[config.mk]
export PLATFORM = sky130hd
export DESIGN_NAME = muldiv_unit
export DESIGN_NICKNAME = d
export VERILOG_FILES = /design/src/rtl/muldiv_unit_pkg.sv /design/src/rtl/muldiv_unit_iter.sv /design/src/rtl/muldiv_unit.sv
export SDC_FILE = /design/constraint.sdc
export NUM_CORES = 1
export LEC_CHECK = 0
export CAP_MARGIN = 0
export CELL_PAD_IN_SITES_DETAIL_PLACEMENT = 1
export CELL_PAD_IN_SITES_GLOBAL_PLACEMENT = 1
export CORE_MARGIN = 2
export CORE_UTILIZATION = 43
export CTS_CLUSTER_DIAMETER = 150
export DETAILED_ROUTE_END_ITERATION = 6
export PLACE_DENSITY = 0.86
export SETUP_SLACK_MARGIN = 0.15
export SYNTH_ARGS = -nofsm -noshare
export SYNTH_HDL_FRONTEND = slang
export SYNTH_SLANG_ARGS = --single-unit
[constraint.sdc]
create_clock -name clk_i -period 6.4 [get_ports clk_i]
set_input_delay 1.28 -clock clk_i [delete_from_list [all_inputs] [get_ports clk_i]]
set_output_delay 1.28 -clock clk_i [all_outputs]
set_load 0.02 [all_outputs]
[src/rtl/muldiv_unit_pkg.sv]
// muldiv_unit_pkg
// Shared definitions for the iterative multiply/divide unit. It holds the
// default word width, the operation encodings driven by the decoder on op_i,
// and the FSM state encoding. It has no ports.
package muldiv_unit_pkg;

    localparam int WORD_WIDTH  = 32;

    localparam int MD_OP_WIDTH = 3;
    localparam logic [MD_OP_WIDTH-1:0] MD_MULT  = 3'd0;
    localparam logic [MD_OP_WIDTH-1:0] MD_MULTU = 3'd1;
    localparam logic [MD_OP_WIDTH-1:0] MD_DIV   = 3'd2;
    localparam logic [MD_OP_WIDTH-1:0] MD_DIVU  = 3'd3;
    localparam logic [MD_OP_WIDTH-1:0] MD_MTHI  = 3'd4;
    localparam logic [MD_OP_WIDTH-1:0] MD_MTLO  = 3'd5;

    localparam int MD_ST_WIDTH = 2;
    typedef enum logic [MD_ST_WIDTH-1:0] {
        MD_ST_IDLE  = 2'd0,
        MD_ST_RUN   = 2'd1,
        MD_ST_FIXUP = 2'd2
    } md_state_e;

endpackage

[src/rtl/muldiv_unit_iter.sv]
// muldiv_iter
// One combinational iteration over the 2W-bit accumulator.
//   isDiv_i   : 1 = restoring-divide step, 0 = shift-add multiply step
//   acc_i     : accumulator before the step
//   operand_i : multiplicand (multiply) or divisor (divide) magnitude
//   acc_o     : accumulator after the step
// Multiply: the upper half collects partial sums and the lower half holds the
// multiplier, which shifts out LSB first.
// Divide: the upper half holds the partial remainder and the lower half holds
// the dividend, which shifts out MSB first while quotient bits shift in.
module muldiv_iter #(
    parameter int W = 32
) (
    input  logic           isDiv_i,
    input  logic [2*W-1:0] acc_i,
    input  logic [W-1:0]   operand_i,
    output logic [2*W-1:0] acc_o
);
    logic [W:0] addSum;
    logic [W:0] shRem;
    logic [W:0] diff;

    // The extra top bit holds the multiply carry on one side and the
    // subtract borrow on the other.
    always_comb begin
        addSum = {1'b0, acc_i[2*W-1:W]} + {1'b0, operand_i};
        shRem  = acc_i[2*W-1:W-1];
        diff   = shRem - {1'b0, operand_i};
        if (isDiv_i) begin
            if (diff[W]) begin
                acc_o = {shRem[W-1:0], acc_i[W-2:0], 1'b0};
            end else begin
                acc_o = {diff[W-1:0], acc_i[W-2:0], 1'b1};
            end
        end else begin
            if (acc_i[0]) begin
                acc_o = {addSum, acc_i[W-1:1]};
            end else begin
                acc_o = {1'b0, acc_i[2*W-1:1]};
            end
        end
    end
endmodule

[src/rtl/muldiv_unit.sv]
// muldiv_unit
// Iterative multiply/divide unit that owns the architectural HI/LO registers.
//   clk_i   : rising-edge clock
//   rst_ni  : asynchronous active-low reset
//   start_i : launch an op (taken only while idle)
//   op_i    : MULT/MULTU/DIV/DIVU/MTHI/MTLO
//   a_i/b_i : rs / rt operands
//   flush_i : abort any in-flight op and block a same-cycle start
//   busy_o  : long op in progress
//   done_o  : one-cycle pulse once HI/LO hold the new result
//   hi_o/lo_o : HI and LO registers
// Signed ops run on magnitudes and apply the sign correction in FIXUP.
module muldiv_unit
    import muldiv_unit_pkg::*;
#(
    parameter int W        = WORD_WIDTH,
    parameter bit FAST_MUL = 1'b0
) (
    input  logic                   clk_i,
    input  logic                   rst_ni,
    input  logic                   start_i,
    input  logic [MD_OP_WIDTH-1:0] op_i,
    input  logic [W-1:0]           a_i,
    input  logic [W-1:0]           b_i,
    input  logic                   flush_i,
    output logic                   busy_o,
    output logic                   done_o,
    output logic [W-1:0]           hi_o,
    output logic [W-1:0]           lo_o
);
    localparam int CW = $clog2(W);

    md_state_e              state_q, state_d;
    logic [CW-1:0]          cnt_q, cnt_d;
    logic [2*W-1:0]         acc_q, acc_d, iterAcc;
    logic [W-1:0]           a_q, b_q, hi_q, hi_d, lo_q, lo_d;
    logic [MD_OP_WIDTH-1:0] op_q;
    logic                   negA_q, negB_q;
    logic                   done_q, done_d, fastPend_q, fastPend_d;

    logic                   inIsMul, inIsDiv, inSigned, inNegA, inNegB;
    logic                   launch, launchLong;
    logic [W-1:0]           inMagA, inMagB;

    logic                   opIsMul, sgnDiff, divByZero;
    logic [W-1:0]           magA, magB, iterOperand, quot, rem;
    logic [2*W-1:0]         mulRes, fastProd, fastRes;

    // Decode the request on the inputs. Only known ops launch; long ops are
    // the ones that go through RUN/FIXUP.
    always_comb begin
        inIsMul    = (op_i == MD_MULT) || (op_i == MD_MULTU);
        inIsDiv    = (op_i == MD_DIV) || (op_i == MD_DIVU);
        inSigned   = (op_i == MD_MULT) || (op_i == MD_DIV);
        inNegA     = inSigned & a_i[W-1];
        inNegB     = inSigned & b_i[W-1];
        inMagA     = inNegA ? -a_i : a_i;
        inMagB     = inNegB ? -b_i : b_i;
        launch     = (state_q == MD_ST_IDLE) && start_i && !flush_i &&
                     (inIsMul || inIsDiv || (op_i == MD_MTHI) || (op_i == MD_MTLO));
        launchLong = launch && (inIsDiv || (inIsMul && !FAST_MUL));
    end

    // Captured operands drive the iteration, the sign fixup and the fast
    // product. Negating MIN gives MIN, which is the correct unsigned magnitude.
    always_comb begin
        opIsMul     = (op_q == MD_MULT) || (op_q == MD_MULTU);
        sgnDiff     = negA_q ^ negB_q;
        magA        = negA_q ? -a_q : a_q;
        magB        = negB_q ? -b_q : b_q;
        iterOperand = opIsMul ? magA : magB;
        mulRes      = sgnDiff ? -acc_q : acc_q;
        quot        = sgnDiff ? -acc_q[W-1:0] : acc_q[W-1:0];
        rem         = negA_q ? -acc_q[2*W-1:W] : acc_q[2*W-1:W];
        divByZero   = (b_q == '0);
        fastProd    = {{W{1'b0}}, magA} * {{W{1'b0}}, magB};
        fastRes     = sgnDiff ? -fastProd : fastProd;
    end

    muldiv_iter #(.W(W)) u_iter (
        .isDiv_i   (!opIsMul),
        .acc_i     (acc_q),
        .operand_i (iterOperand),
        .acc_o     (iterAcc)
    );

    // State register
    always_ff @(posedge clk_i or negedge rst_ni) begin
        if (!rst_ni) begin
            state_q <= MD_ST_IDLE;
        end else begin
            state_q <= state_d;
        end
    end

    // Next-state logic: flush drops any in-flight op back to IDLE
    always_comb begin
        state_d = state_q;
        unique case (state_q)
            MD_ST_IDLE:  if (launchLong) state_d = MD_ST_RUN;
            MD_ST_RUN: begin
                if (flush_i) begin
                    state_d = MD_ST_IDLE;
                end else if (cnt_q == '0) begin
                    state_d = MD_ST_FIXUP;
                end
            end
            MD_ST_FIXUP: state_d = MD_ST_IDLE;
            default:     state_d = MD_ST_IDLE;
        endcase
    end

    // Outputs
    always_comb begin
        busy_o = (state_q != MD_ST_IDLE);
        done_o = done_q;
        hi_o   = hi_q;
        lo_o   = lo_q;
    end

    // Datapath next values. A pending fast product is written first so that
    // an MTHI/MTLO launched on that same edge, being the younger op, wins.
    always_comb begin
        acc_d      = acc_q;
        cnt_d      = cnt_q;
        hi_d       = hi_q;
        lo_d       = lo_q;
        done_d     = 1'b0;
        fastPend_d = 1'b0;
        if (fastPend_q) begin
            hi_d   = fastRes[2*W-1:W];
            lo_d   = fastRes[W-1:0];
            done_d = 1'b1;
        end
        unique case (state_q)
            MD_ST_IDLE: begin
                if (launch) begin
                    acc_d      = {{W{1'b0}}, (inIsMul ? inMagB : inMagA)};
                    cnt_d      = CW'(W - 1);
                    fastPend_d = inIsMul && FAST_MUL;
                    if (op_i == MD_MTHI) begin
                        hi_d   = a_i;
                        done_d = 1'b1;
                    end
                    if (op_i == MD_MTLO) begin
                        lo_d   = a_i;
                        done_d = 1'b1;
                    end
                end
            end
            MD_ST_RUN: begin
                if (!flush_i) begin
                    acc_d = iterAcc;
                    if (cnt_q != '0) cnt_d = cnt_q - CW'(1);
                end
            end
            MD_ST_FIXUP: begin
                if (!flush_i) begin
                    if (opIsMul) begin
                        {hi_d, lo_d} = mulRes;
                    end else if (divByZero) begin
                        hi_d = a_q;
                        lo_d = '1;
                    end else begin
                        hi_d = rem;
                        lo_d = quot;
                    end
                    done_d = 1'b1;
                end
            end
            default: ;
        endcase
    end

    // Datapath registers. Operands are captured only on launch, so later
    // changes on a_i/b_i do not disturb a running op.
    always_ff @(posedge clk_i or negedge rst_ni) begin
        if (!rst_ni) begin
            cnt_q      <= '0;
            acc_q      <= '0;
            hi_q       <= '0;
            lo_q       <= '0;
            done_q     <= 1'b0;
            fastPend_q <= 1'b0;
            a_q        <= '0;
            b_q        <= '0;
            op_q       <= '0;
            negA_q     <= 1'b0;
            negB_q     <= 1'b0;
        end else begin
            cnt_q      <= cnt_d;
            acc_q      <= acc_d;
            hi_q       <= hi_d;
            lo_q       <= lo_d;
            done_q     <= done_d;
            fastPend_q <= fastPend_d;
            if (launch) begin
                a_q    <= a_i;
                b_q    <= b_i;
                op_q   <= op_i;
                negA_q <= inNegA;
                negB_q <= inNegB;
            end
        end
    end
endmodule
# ---- After elaboration in Yosys (flattened, before gate mapping)
# Cells that the tools add are included.
dict set report word_totals {
  ff_bits 205
  latch_bits 0
  mem_bits_rw 0
  mem_bits_ro 0
  input_bits 71
  out_inout_bits 66
  wordCells 106
  n_memories 0
}
dict set report classes {
  n_addsub 10
  mul 0
  n_div 0
  n_lt_le_gt_ge 0
  eq_ne 16
  shift 0
  n_mux 40
  bitwise 3
  n_reduce_logical 26
}
# operator n
set op_table {}
lappend op_table {{$mux 32} 18}
lappend op_table {{$mux 64} 6}
lappend op_table {{$neg 32->32} 6}
lappend op_table {{$pmux 32 s2} 2}
lappend op_table {{$pmux 64 s2} 1}
lappend op_table {{$neg 64->64} 1}
lappend op_table {{$add 32x32->33} 1}
lappend op_table {{$sub 33x32->33} 1}
lappend op_table {{$logic_not 32->1} 1}
lappend op_table {{$mux 5} 3}
lappend op_table {{$reduce_and 4->1} 3}
lappend op_table {{$ne 2x2->1 const B} 5}
lappend op_table {{$pmux 5 s2} 1}
lappend op_table {{$logic_or 1x1->1} 7}
lappend op_table {{$eq 3x1->1 const B} 2}
lappend op_table {{$eq 3x2->1 const B} 2}
lappend op_table {{$eq 3x3->1 const B} 2}
lappend op_table {{$logic_not 3->1} 2}
lappend op_table {{$mux 2} 3}
lappend op_table {{$reduce_bool 2->1} 3}
lappend op_table {{$logic_not 5->1} 1}
lappend op_table {{$reduce_bool 5->1} 1}
lappend op_table {{$sub 5x1->5 const B} 1}
lappend op_table {{$logic_and 1x1->1} 4}
lappend op_table {{13 further kinds} 18}

# ---- Logic depth before layout (Yosys ltp)
# Gate-level depths: netlist of the first run.
dict set report depth {
  depth_word 9
  depth_mapped 24
  ltp_nobuf 21
}

# ---- Hierarchy
# From an unflattened synthesis of the first run, not the netlist that was laid out.
dict set report unflattened {
  hier_cells 2526
  hier_area_um2 18875.6
}
# module instances cells_each area_per_inst_um2 seq_area_each_um2
set modules_own_cells {}
lappend modules_own_cells {muldiv_unit 1 1862 14382.5 5104.9}
lappend modules_own_cells {muldiv_iter 1 664 4493.1 0.0}

# ---- Worst setup path before layout of the first run
# OpenSTA, ideal clock, no wires.
dict set report synth_timing {
  kind {register to register}
  startpoint {register a_q[10]}
  endpoint {register acc_q[62]}
  setup_ps 94
  t_arrival_ps 5503
  t_required_ps 6306
  path_slack_ps 803
  stages_incl_launch_ff 23
  n_path_buf 3
  period_less_slack_ps 5597
  cell_sequence {dfrtp_1 -> or4_4 -> or3_4 -> or4_4 -> or2_4 -> or4_4 -> o31ai_2 -> xor2_1 -> mux2i_1 -> inv_1 -> ha_1 -> clkbuf_1 -> a21o_1 -> a21o_1 -> a21oi_1 -> o22a_1 -> inv_1 -> or3_1 -> clkbuf_1 -> nand2_1 -> clkbuf_1 -> a21oi_1 -> a211oi_1}
}
dict set report synth_between {
  elab_chain_len 8
  word_cells_on_any_way 10
  classes_between {add/sub: 3; mux: 7}
}
# element line_no
set synth_rtl {}
lappend synth_rtl {{from (decl)} muldiv_unit.sv:36} ;# logic [W-1:0] a_q, b_q, hi_q, hi_d, lo_q, lo_d;
lappend synth_rtl {{from (signal assigned)} muldiv_unit.sv:198} ;# a_q <= a_i;
lappend synth_rtl {{$neg 32->32} muldiv_unit.sv:69} ;# magA = negA_q ? -a_q : a_q;
lappend synth_rtl {{$mux 32 *} muldiv_unit.sv:69}
lappend synth_rtl {{$mux 32 *} muldiv_unit.sv:71} ;# iterOperand = opIsMul ? magA : magB;
lappend synth_rtl {{$sub 33x32->33 / $add 32x32->33 (equally long branches)} {muldiv_unit_iter.sv:28, muldiv_unit_iter.sv:26}}
lappend synth_rtl {{$mux 64 (on tied branches)} {muldiv_unit_iter.sv:30, muldiv_unit_iter.sv:36}}
lappend synth_rtl {{$mux 64 *} muldiv_unit_iter.sv:29} ;# if (isDiv_i) begin
lappend synth_rtl {{$mux 64 *} muldiv_unit.sv:152} ;# if (!flush_i) begin
lappend synth_rtl {{$pmux 64 s2 *} muldiv_unit.sv:135} ;# unique case (state_q)
lappend synth_rtl {{to (signal assigned)} muldiv_unit.sv:180} ;# acc_q <= '0;
lappend synth_rtl {{to (signal assigned)} muldiv_unit.sv:192} ;# acc_q <= acc_d;
lappend synth_rtl {{to (decl)} muldiv_unit.sv:35} ;# logic [2*W-1:0] acc_q, acc_d, iterAcc;
# Every way passes the cells marked *; elsewhere a longest branch is shown, timed or not. The select of a mux whose other input is x is not followed.
# A chain may end at the register's enable or synchronous reset.

# ---- Final worst setup path of the first run
dict set report layout_timing {
  startpoint {register a_q[10]}
  endpoint {register acc_q[59]}
}
# The elaborated chain is that of the path after synthesis.

==> results of run 1 <==
## stage by stage
stage          power (W)  hold WS (ns)  worst slack, ns  instance area (µm²)  utilization, %
4_1_cts           0.0108         0.491            0.292                21700            49.4
5_1_grt           0.0116         0.517            0.159                21700            49.4
3_5_place_dp     0.00916         0.474            0.322                20800            47.3
3_3_place_gp     0.00897         0.467            0.528                20800            47.3
2_1_floorplan    0.00669         0.469            0.803                19000               -
6_report          0.0110         0.482            0.472                21700            49.4
## layout by cell type (no fill, tap or decap), types with 7 or more instances in the layout
cell,count
nand2_1,458
o21ai_0,239
a21oi_1,228
dfrtp_1,204
nor2_1,192
clkdlybuf4s50_1,135
xor2_1,134
xnor2_1,118
nor3_1,84
inv_1,75
ha_1,72
a211oi_1,42
or3_1,41
o22ai_1,37
buf_4,37
o31ai_1,35
nand3_1,33
mux2i_1,32
o211ai_1,29
a21o_1,28
a31oi_1,28
clkbuf_16,26
nor4_1,21
nand2b_1,20
o41ai_1,20
nand4_1,19
or4_1,19
o21a_1,17
o221ai_1,13
nor2b_1,10
and3_1,10
a22oi_1,10
or2_2,9
a211o_1,8
a22o_1,8
and2_1,7
a221oi_1,7
o2111ai_1,7
## report_power, final
| group | internal (W) | switching [W] | total [W] |
|---|---|---|---|
| clock | 0.000950 | 0.000664 | 0.00161 |
| sequential | 0.00171 | 0.000799 | 0.00251 |
| combinational | 0.00255 | 0.00432 | 0.00686 |
| total | 0.00521 | 0.00578 | 0.0110 |
## Yosys cell counts, types with 7 or more instances
| cell type | count |
|---|---|
| nand2_1 | 459 |
| o21ai_0 | 240 |
| a21oi_1 | 229 |
| dfrtp_1 | 204 |
| nor2_1 | 196 |
| clkbuf_1 | 180 |
| xor2_1 | 135 |
| xnor2_1 | 119 |
| nor3_1 | 84 |
| inv_1 | 75 |
| ha_1 | 72 |
| a211oi_1 | 42 |
| or3_1 | 41 |
| o22ai_1 | 37 |
| o31ai_1 | 35 |
| nand3_1 | 33 |
| mux2i_1 | 32 |
| a21o_1 | 29 |
| o211ai_1 | 29 |
| a31oi_1 | 28 |
| nor4_1 | 21 |
| o41ai_1 | 21 |
| nand2b_1 | 20 |
| nand4_1 | 19 |
| or4_1 | 19 |
| o21a_1 | 17 |
| o221ai_1 | 13 |
| nor2b_1 | 11 |
| a22oi_1 | 10 |
| and3_1 | 10 |
| or2_2 | 9 |
| a211o_1 | 8 |
| a22o_1 | 8 |
| buf_1 | 8 |
| a221oi_1 | 7 |
| and2_1 | 7 |
| o2111ai_1 | 7 |
## final cells by class
type	count	area, µm²
antenna	2	5.00
clock buffer	32	703
clock inverter	16	223
fill	5534	22200
inverter	75	282
multi-input combinational	2140	13000
sequential	204	5100
tap	592	741
timing repair buffer	175	1680
## path summary, 6_finish.rpt
path | from | end | slack, ns | cells past startpoint
max in group asynchronous | rst_ni | acc_q[55] | 4.43 | 2
min in group asynchronous | rst_ni | lo_o[10] | 0.70 | 1
worst max register to register | a_q[10] | acc_q[59] | 0.47 | 18
worst min-delay path | lo_o[2] | lo_o[2] | 0.48 | 2
worst min register to register | lo_o[2] | lo_o[2] | 0.48 | 2
worst max-delay path | a_q[10] | acc_q[59] | 0.47 | 18
## layer usage
metal,GRT usage [%],up-vias,wire (µm)
li1,-,9314,-
met1,46.1,10600,34500
met2,61.7,1029,40700
met3,5.38,322,6200
met4,21.3,2,5870
met5,0,-,8
## worst reg2reg max path, cell delays in order, from the launching register on
cell and delay (ns):
dfrtp_1 0.45, or4_4 0.57, or3_4 0.36, or4_4 0.49
or2_4 0.27, o31ai_1 0.62, xor2_1 0.19, mux2i_1 0.25
inv_1 0.12, ha_1 0.43, nand2_1 0.11, o21bai_1 0.26
nor2_1 0.09, and3_1 0.21, o41ai_2 0.51, o41ai_1 0.12
a41o_1 0.26, o21ai_0 0.36, a21oi_1 0.12
## cells by family (layout without fill, tap and decap cells)
| logic type | after synthesis | count (layout) |
|---|---|---|
| flip-flops | 204 | 204 |
| other | 0 | 2 |
| multiplexers | 37 | 37 |
| adder cells (fa/ha/maj) | 74 | 74 |
| buffers and inverters | 268 | 298 |
| XOR/XNOR | 254 | 254 |
| AO/OA/AOI/OAI | 815 | 815 |
| AND/OR/NAND/NOR | 960 | 960 |
## flip-flops by register name, summed over array words and instances (netlist names)
| name | flops |
|---|---|
| negB_q | 1 |
| acc_q | 64 |
| op_q | 2 |
| negA_q | 1 |
| hi_o | 32 |
| cnt_q | 5 |
| a_q | 32 |
| state_q | 2 |
| lo_o | 32 |
| b_q | 32 |
| done_o | 1 |
## timing repair
| item | CTS | global route |
|---|---|---|
| endpoints found under the setup margin | 0 | 1 |
| setup buffers | 0 | 0 |
| gates resized for setup | 0 | 1 |
==> flow_summary.toml, run 1 <==
[placement]
routabilityCongestion = 1.00
dp.cells = 3186
io_buffer_count = 136
hpwlAfterDp_mm = 65.3

[route]
wl_mm = 87.3
wl_per_cell_um = 27.0
route.detailed.drc = 0
drtIter0Drc = 1994
ant_nets = 0
first_pass_iters = 5
num_vias = 21200
vias_per_cell = 6.56

[layout]
layout-drive-gt1-share_pct = 4.92
final_cells = 3236
syn_to_final_growth_pct = 14.1
nets = 2767

[worst_setup_path]
critPathMaxFanout = 7
required_ns = 6.84
slowest_delay_ns = 0.61
path_class = "reg -> reg"
cp-end-kind = "flip-flop"
worstPathArrival_ns = 6.37
critPathMostFrequentCell = "or4_4"
critical-path-slowest-cell = "o31ai_1"
start_kind = "flip-flop"
crit_family = "compound AO/OA/AOI/OAI gates"
crit_buf_inv = 1
critical_path.cell_chain = "or4_4, or3_4, or4_4, or2_4, o31ai_1, xor2_1, mux2i_1, inv_1, ha_1, nand2_1, o21bai_1, nor2_1, and3_1, o41ai_2, o41ai_1, a41o_1, o21ai_0, a21oi_1"

[global_route]
antenna_found_initial = 2
grt_overflow = 0
grt_max_degree = 134
grt_pass1_vias = 21900
grt_use_total_pct = 37.1
grt_pass1_wl_mm = 132

[synthesis]
synth_simple_gate_area_share_pct = 22.8
ys_top_cells_by_area = "dfrtp_1, nand2_1, o21ai_0"
synth_mux_area_share_pct = 1.98
yosys_most_used_dff = "dfrtp_1"
synth_top_cell_by_area = "dfrtp_1"
yosysWarnings = 0
ys_ff_latch = 204
syn-mean-instance-area_um2 = 7.29
synth-xor-area-share_pct = 11.7
synthAdderAreaFrac_pct = 4.94
netlist_instances = 2612
synth_compound_area_share_pct = 26.4
netlist_area_mm2 = 0.0190
synth-edff-count = 0
async_flop_share_pct = 100
yosysSeqAreaShare_pct = 26.8
synth_top_family_by_area = "compound AO/OA/AOI/OAI gates"
yosysTopAreaCellShare_pct = 26.8
syn_nets = 2757
synth_cell_types = 79

[floorplan]
die-area_mm2 = 0.0460
rows = 77
die_w_um = 214
pin_count = 137
start_util_pct = 43.3
die_height_um = 214
coreArea_mm2 = 0.0439

[sta]
worst_pin_slew_ns = 1.03
rsz0062_at_grt = "false"
slew_violations = 0
skew_ns = 0.0271
fmax_mhz = 169
max_slew_margin_pct = 30.6
period_needed_ns = 5.93
setup_viol = 0
period_share_pct = 92.6
tns_ns = 0
hold_viol = 0

[clocking]
clk_latency_ns = 0.59
cts_hold_buf = 0
cts_buffer_depth = 3
cts_sinks = 204
htree_levels = 1
cts_tree = "done"
numCtsBuffers = 26
cts-root-buf = "clkbuf_16"
cts.clk_slew.worst_paths_ns = 0.06

[run]
maxCapViolCount = 0

[worst_hold_path]
min_path_type = "reg -> reg"

[power_and_ir_drop]
p_leak_nw = 9.04
vdd_drop_max_uv = 234
power_density_mw_per_mm2 = 506

[status]
status = "finished, final reports clean"
Note: power is estimated with default switching activity, not from simulation.
==> run 2: changes to the inputs <==
ABC_AREA = 1   (was default)
CORE_UTILIZATION = 42   (was 43)
PLACE_DENSITY = 0.88   (was 0.86)
==> flow_summary.toml, run 2 <==
[route]
wl_mm = 108
drtIter0Drc = 2619
ant_nets = 0
vias_per_cell = 5.95
first_pass_iters = 5
num_vias = 27700
route.detailed.drc = 0
wl_per_cell_um = 23.2

[clocking]
cts_setup_buffers = 0
numCtsBuffers = 25
cts_hold_buf = 0
cts_buffer_depth = 3
cts_tree = "done"
cts.clk_slew.worst_paths_ns = 0.07
htree_levels = 1
cts_sinks = 204
cts-root-buf = "clkbuf_16"
cts_resized = 0
clk_latency_ns = 0.60

[sta]
skew_ns = 0.0299
holdWs_ns = 0.500
tns_ns = 0
worst_pin_slew_ns = 1.31
fmax_mhz = 214
period_share_pct = 73.1
hold_viol = 0
period_needed_ns = 4.68
setup_viol = 0
rsz0062_at_grt = "false"
max_slew_margin_pct = 12.6
slew_violations = 0

[global_route]
grt_overflow = 0
grt_use_total_pct = 38.8
grt.met1_usage_pct = 48.6
grt_pass1_wl_mm = 162
antenna_found_initial = 0
grt_max_degree = 128
top_usage_layer = "met2"
grt_pass1_vias = 27400
grt_use_met3_pct = 6.14
grt_use_met2_pct = 61.0

[synthesis]
syn-mean-instance-area_um2 = 5.66
ys_top_cells_by_count = "nand2_1, inv_1, nor2_1, nand3_1, o21ai_0"
synth_cell_types = 50
synth_top_cell_by_area = "dfrtp_1"
netlist_area_mm2 = 0.0223
syn_nets = 4078
netlist_instances = 3933
async_flop_share_pct = 100
yosysTopAreaCellShare_pct = 22.9
ys_top_cells_by_area = "dfrtp_1, nand2_1, inv_1"
yosysSeqAreaShare_pct = 22.9
synth-edff-count = 0
yosysWarnings = 0
yosys_most_used_dff = "dfrtp_1"
yosysMostFrequentCell = "nand2_1"
ys_ff_latch = 204

[layout]
final_area_mm2 = 0.0249
layout-drive-gt1-share_pct = 3.80
num-fill-cells = 7455
multi_input_area_mm2 = 0.0146
layout_common_cells = "nand2_1, inv_1, nor2_1"
seqCellArea_mm2 = 0.00510
layout_commonest_cell = "nand2_1"
largest_reg_flops = 64
antennaDiodeCount = 0
syn_to_final_growth_pct = 11.8
nets = 4101
final_util_pct = 47.4
regMostFlops = "acc_q"

[power_and_ir_drop]
p_leak_nw = 13.0
power.total_w = 0.0107
vdd_drop_max_uv = 218
power_density_mw_per_mm2 = 430

[worst_setup_path]
crit_buf_inv = 2
cp-end-kind = "flip-flop"
required_ns = 6.89
critPathMaxFanout = 33
critical-path-slowest-cell = "dfrtp_1"
slowest_delay_ns = 0.60
r2r_start = "negA_q"
reg2reg_to = "acc_q[62]"
critical_path.cell_chain = "inv_1, or2_2, a32oi_1, inv_1, fa_1, nor2_2, o21ai_1, nand2_1, nand2_1, nand2_1, nand2_1, nand2_1, nand2_1, nand2_2, nand2_1, nand2_1, nand2_1, nand2_1, nand2_1"
worstPathArrival_ns = 5.17
critPathMostFrequentCell = "nand2_1"
path_class = "reg -> reg"
start_kind = "flip-flop"
crit_family = "simple AND/OR/NAND/NOR gates"
r2r_slack_ns = 1.72
r2r_cells = 19

[placement]
routabilityCongestion = 1.06
hpwlAfterDp_mm = 84.1
io_buffer_count = 136
placed_area_mm2 = 0.0240

[floorplan]
die_w_um = 234
pin_count = 137
die-area_mm2 = 0.0549
die_height_um = 234
rows = 84
start_util_pct = 42.4
coreArea_mm2 = 0.0526

[worst_hold_path]
min_path_type = "reg -> reg"
hold_end = "lo_o[16]"
hold_start = "lo_o[16]"
worst_hold_path.num_cells = 2

[run]
maxCapViolCount = 0

[status]
status = "finished, final reports clean"
[run 2: cell count changes in the layout (fill, tap and decap cells not counted), moves of 35 or more]
cell      before   now
o21ai_1        2    39
nor2_1       192   447
nand3_1       33   345
o22ai_1       37     2
nand2_1      458  1308
a211oi_1      42     0
or3_1         41     0
xnor2_1      118    15
inv_1         75   479
nor3_1        84    36
xor2_1       134    60
[run 2: layer usage]
layer	part of all wire [%]	routed length, µm
met5	0	0
met4	8.4	9020
met3	8.3	8920
met2	44	47300
met1	40	42700
[run 2: area by class of cell]
type                    count  area share [%]
clock inverters            10           0.804
inverters                 497            7.51
flip-flops and latches    204            20.5
multi-input cells        3076            58.7
well taps                 688            3.46
repair buffers            152            6.01
clock buffers              36            3.04
[run 2: through the flow]
stage	worst slack (ns)	std cells
after floorplan	3.03	3933
after global placement	1.98	4617
after detailed placement	1.88	4617
after CTS	1.85	4663
after global routing	1.42	4663
final	1.72	4663
[run 2: cell families after synthesis]
kind of cell	Yosys count	synth area share, %
AO/OA/AOI/OAI	651	15.9
XOR/XNOR	75	2.95
adder cells (fa/ha/maj)	74	4.22
buffers and inverters	653	11.6
flip-flops	204	22.9
AND/OR/NAND/NOR	2276	42.4
[run 2: worst max-delay path by stage]
stage          startpoint        end  cells after the start
6_report           negA_q  acc_q[62]                     19
5_1_grt            b_q[0]  acc_q[39]                     27
4_1_cts            negA_q  acc_q[62]                     19
3_5_place_dp       negA_q  acc_q[62]                     19
3_3_place_gp       negA_q  acc_q[62]                     19
2_1_floorplan      a_q[0]  acc_q[36]                     25
[run 2: worst reg2reg max path: cells and delay by family (launching register included)]
| kind | cells | cell delay, ns |
|---|---|---|
| AO/OA/AOI/OAI | 2 | 0.54 |
| adder cells (fa/ha/maj) | 1 | 0.49 |
| buffers and inverters | 2 | 0.72 |
| flip-flops | 1 | 0.60 |
| AND/OR/NAND/NOR | 14 | 2.26 |
[run 2: power breakdown]
group | internal, W | switching, W
clock | 0.00103 | 0.000656
sequential | 0.00163 | 0.000660
combinational | 0.00206 | 0.00469
total | 0.00471 | 0.00601
==> run 3: changes to the inputs <==
clock period = 4.6 ns   (was 6.4 ns; I/O delays follow)
==> flow_summary.toml, run 3 (synthesis gave the netlist of run 2 again) <==
[status]
status = "finished, final reports clean"

[floorplan]
rows = 84
pin_count = 137
start_util_pct = 42.4
die-area_mm2 = 0.0549
die_w_um = 234
coreArea_mm2 = 0.0526
die_height_um = 234

[worst_setup_path]
worstSetupStartpoint = "a_q[2]"
critical_path.cell_chain = "inv_1, nand3_1, nor3_4, nand2_1, o31ai_2, a21oi_1, o21ai_0, nand2_1, ha_4, nand2_1, nor2_1, inv_1, nor2_1, nand2_1, nand2_2, nand2_1, nand2_1, nand2_1, nand2_2, buf_12, nand2_1, nand3_1, nand2_1, nand2_1"
cp-end-kind = "flip-flop"
path_class = "reg -> reg"
required_ns = 5.08
r2r_slack_ns = 0.33
start_kind = "flip-flop"
r2r_start = "a_q[2]"
critical-path-slowest-cell = "dfrtp_1"
slowest_delay_ns = 0.40
critPathMaxFanout = 24
critPathMostFrequentCell = "nand2_1"
worstPathArrival_ns = 4.75

[layout]
regMostFlops = "acc_q"
layout_common_cells = "nand2_1, inv_1, nor2_1"
syn_to_final_growth_pct = 12.8
layout-drive-gt1-share_pct = 4.65
num-fill-cells = 7473
layout_commonest_cell = "nand2_1"
final_cells = 4689
final_area_mm2 = 0.0251
final_util_pct = 47.8
nets = 4128
largest_reg_flops = 64

[global_route]
antenna_found_initial = 2
grt_pass1_wl_mm = 162
grt_overflow = 0
grt_use_total_pct = 38.6
grt_pass1_vias = 27500
grt_max_degree = 91

[clocking]
cts_sinks = 204
clk_latency_ns = 0.60
cts_tree = "done"
cts.clk_slew.worst_paths_ns = 0.07
htree_levels = 1
numCtsBuffers = 25
cts_buffer_depth = 3
cts-root-buf = "clkbuf_16"

[sta]
setup_viol = 0
fmax_mhz = 234
rsz0062_at_grt = "false"
period_needed_ns = 4.27
tns_ns = 0
max_slew_margin_pct = 34.3
skew_ns = 0.0545
hold_viol = 0
slew_violations = 0
worst_pin_slew_ns = 0.985
period_share_pct = 92.9

[worst_hold_path]
min_path_type = "in -> async"

[placement]
dp.cells = 4644
io_buffer_count = 136
hpwlAfterDp_mm = 84.2
placed_area_mm2 = 0.0242
routabilityCongestion = 1.05

[power_and_ir_drop]
power.total_w = 0.0146
p_leak_nw = 13.0
power_density_mw_per_mm2 = 582
vdd_drop_max_uv = 330

[route]
wl_mm = 106
first_pass_iters = 6
drtIter0Drc = 2751
vias_per_cell = 5.87
num_vias = 27500
ant_nets = 0
wl_per_cell_um = 22.7
route.detailed.drc = 0

[run]
maxCapViolCount = 0
[run 3: cell types whose count changed in the layout (fill, tap and decap cells not counted), sizes merged]
cell,change
diode,+1
bufinv,-3
clkbuf,+1
buf,+27
[run 3: cell type report]
| class | instances | area [µm²] | share of cell area, % |
|---|---|---|---|
| multi-input combinational | 3076 | 14700 | 58.5 |
| clock buffer | 37 | 751 | 2.99 |
| antenna | 1 | 2.50 | 0.00996 |
| timing repair buffer | 179 | 1730 | 6.87 |
| sequential | 204 | 5100 | 20.3 |
| clock inverter | 7 | 103 | 0.408 |
| inverter | 497 | 1870 | 7.45 |
| tap | 688 | 861 | 3.43 |
[run 3: worst max-delay path, delay by kind of cell (launching register included)]
family | cells | cell delay [ns]
flops | 1 | 0.40
fa+ha+maj | 1 | 0.36
buf+inv | 3 | 0.47
simple gates | 17 | 2.32
compound gates | 3 | 0.64
[run 3: final timing paths]
check | endpoint | cells past startpoint
setup / recovery | acc_q[33] | 24
hold / removal | hi_o[30] | 1
setup reg to reg | acc_q[33] | 24
hold reg to reg | cnt_q[4] | 2
max in group asynchronous | b_q[23] | 2
min in group clk_i | cnt_q[4] | 2
[run 3: where the power goes]
group / internal [W] / total [W] / switching, W / leakage (nW)
clock: 0.00124 / 0.00213 / 0.000894 / 0.420
combinational: 0.00297 / 0.00938 / 0.00642 / 10.2
sequential: 0.00226 / 0.00311 / 0.000846 / 2.43
total: 0.00647 / 0.0146 / 0.00816 / 13.0
[run 3: per-stage QoR]
step | setup slack (ns) | hold WS (ns)
after floorplan | 1.23 | 0.457
after global placement | 0.439 | 0.474
after detailed placement | 0.247 | 0.480
after CTS | 0.182 | 0.387
after global routing | 0.0674 | 0.401
final | 0.329 | 0.357
[run 3: timing repair]
action | CTS | global route
setup buffers | 0 | 0
hold buffers | 0 | 0
setup endpoints to repair | 0 | 32
gates resized for setup | 0 | 26
[run 3: metal layers]
layer	GRT usage (%)	vias to the layer above	part of all wire [%]
met3	7.77	388	8.4
met2	61.5	1278	45
li1	-	12700	-
met5	0	-	0
met4	26.2	0	7.9
met1	47.1	13200	39
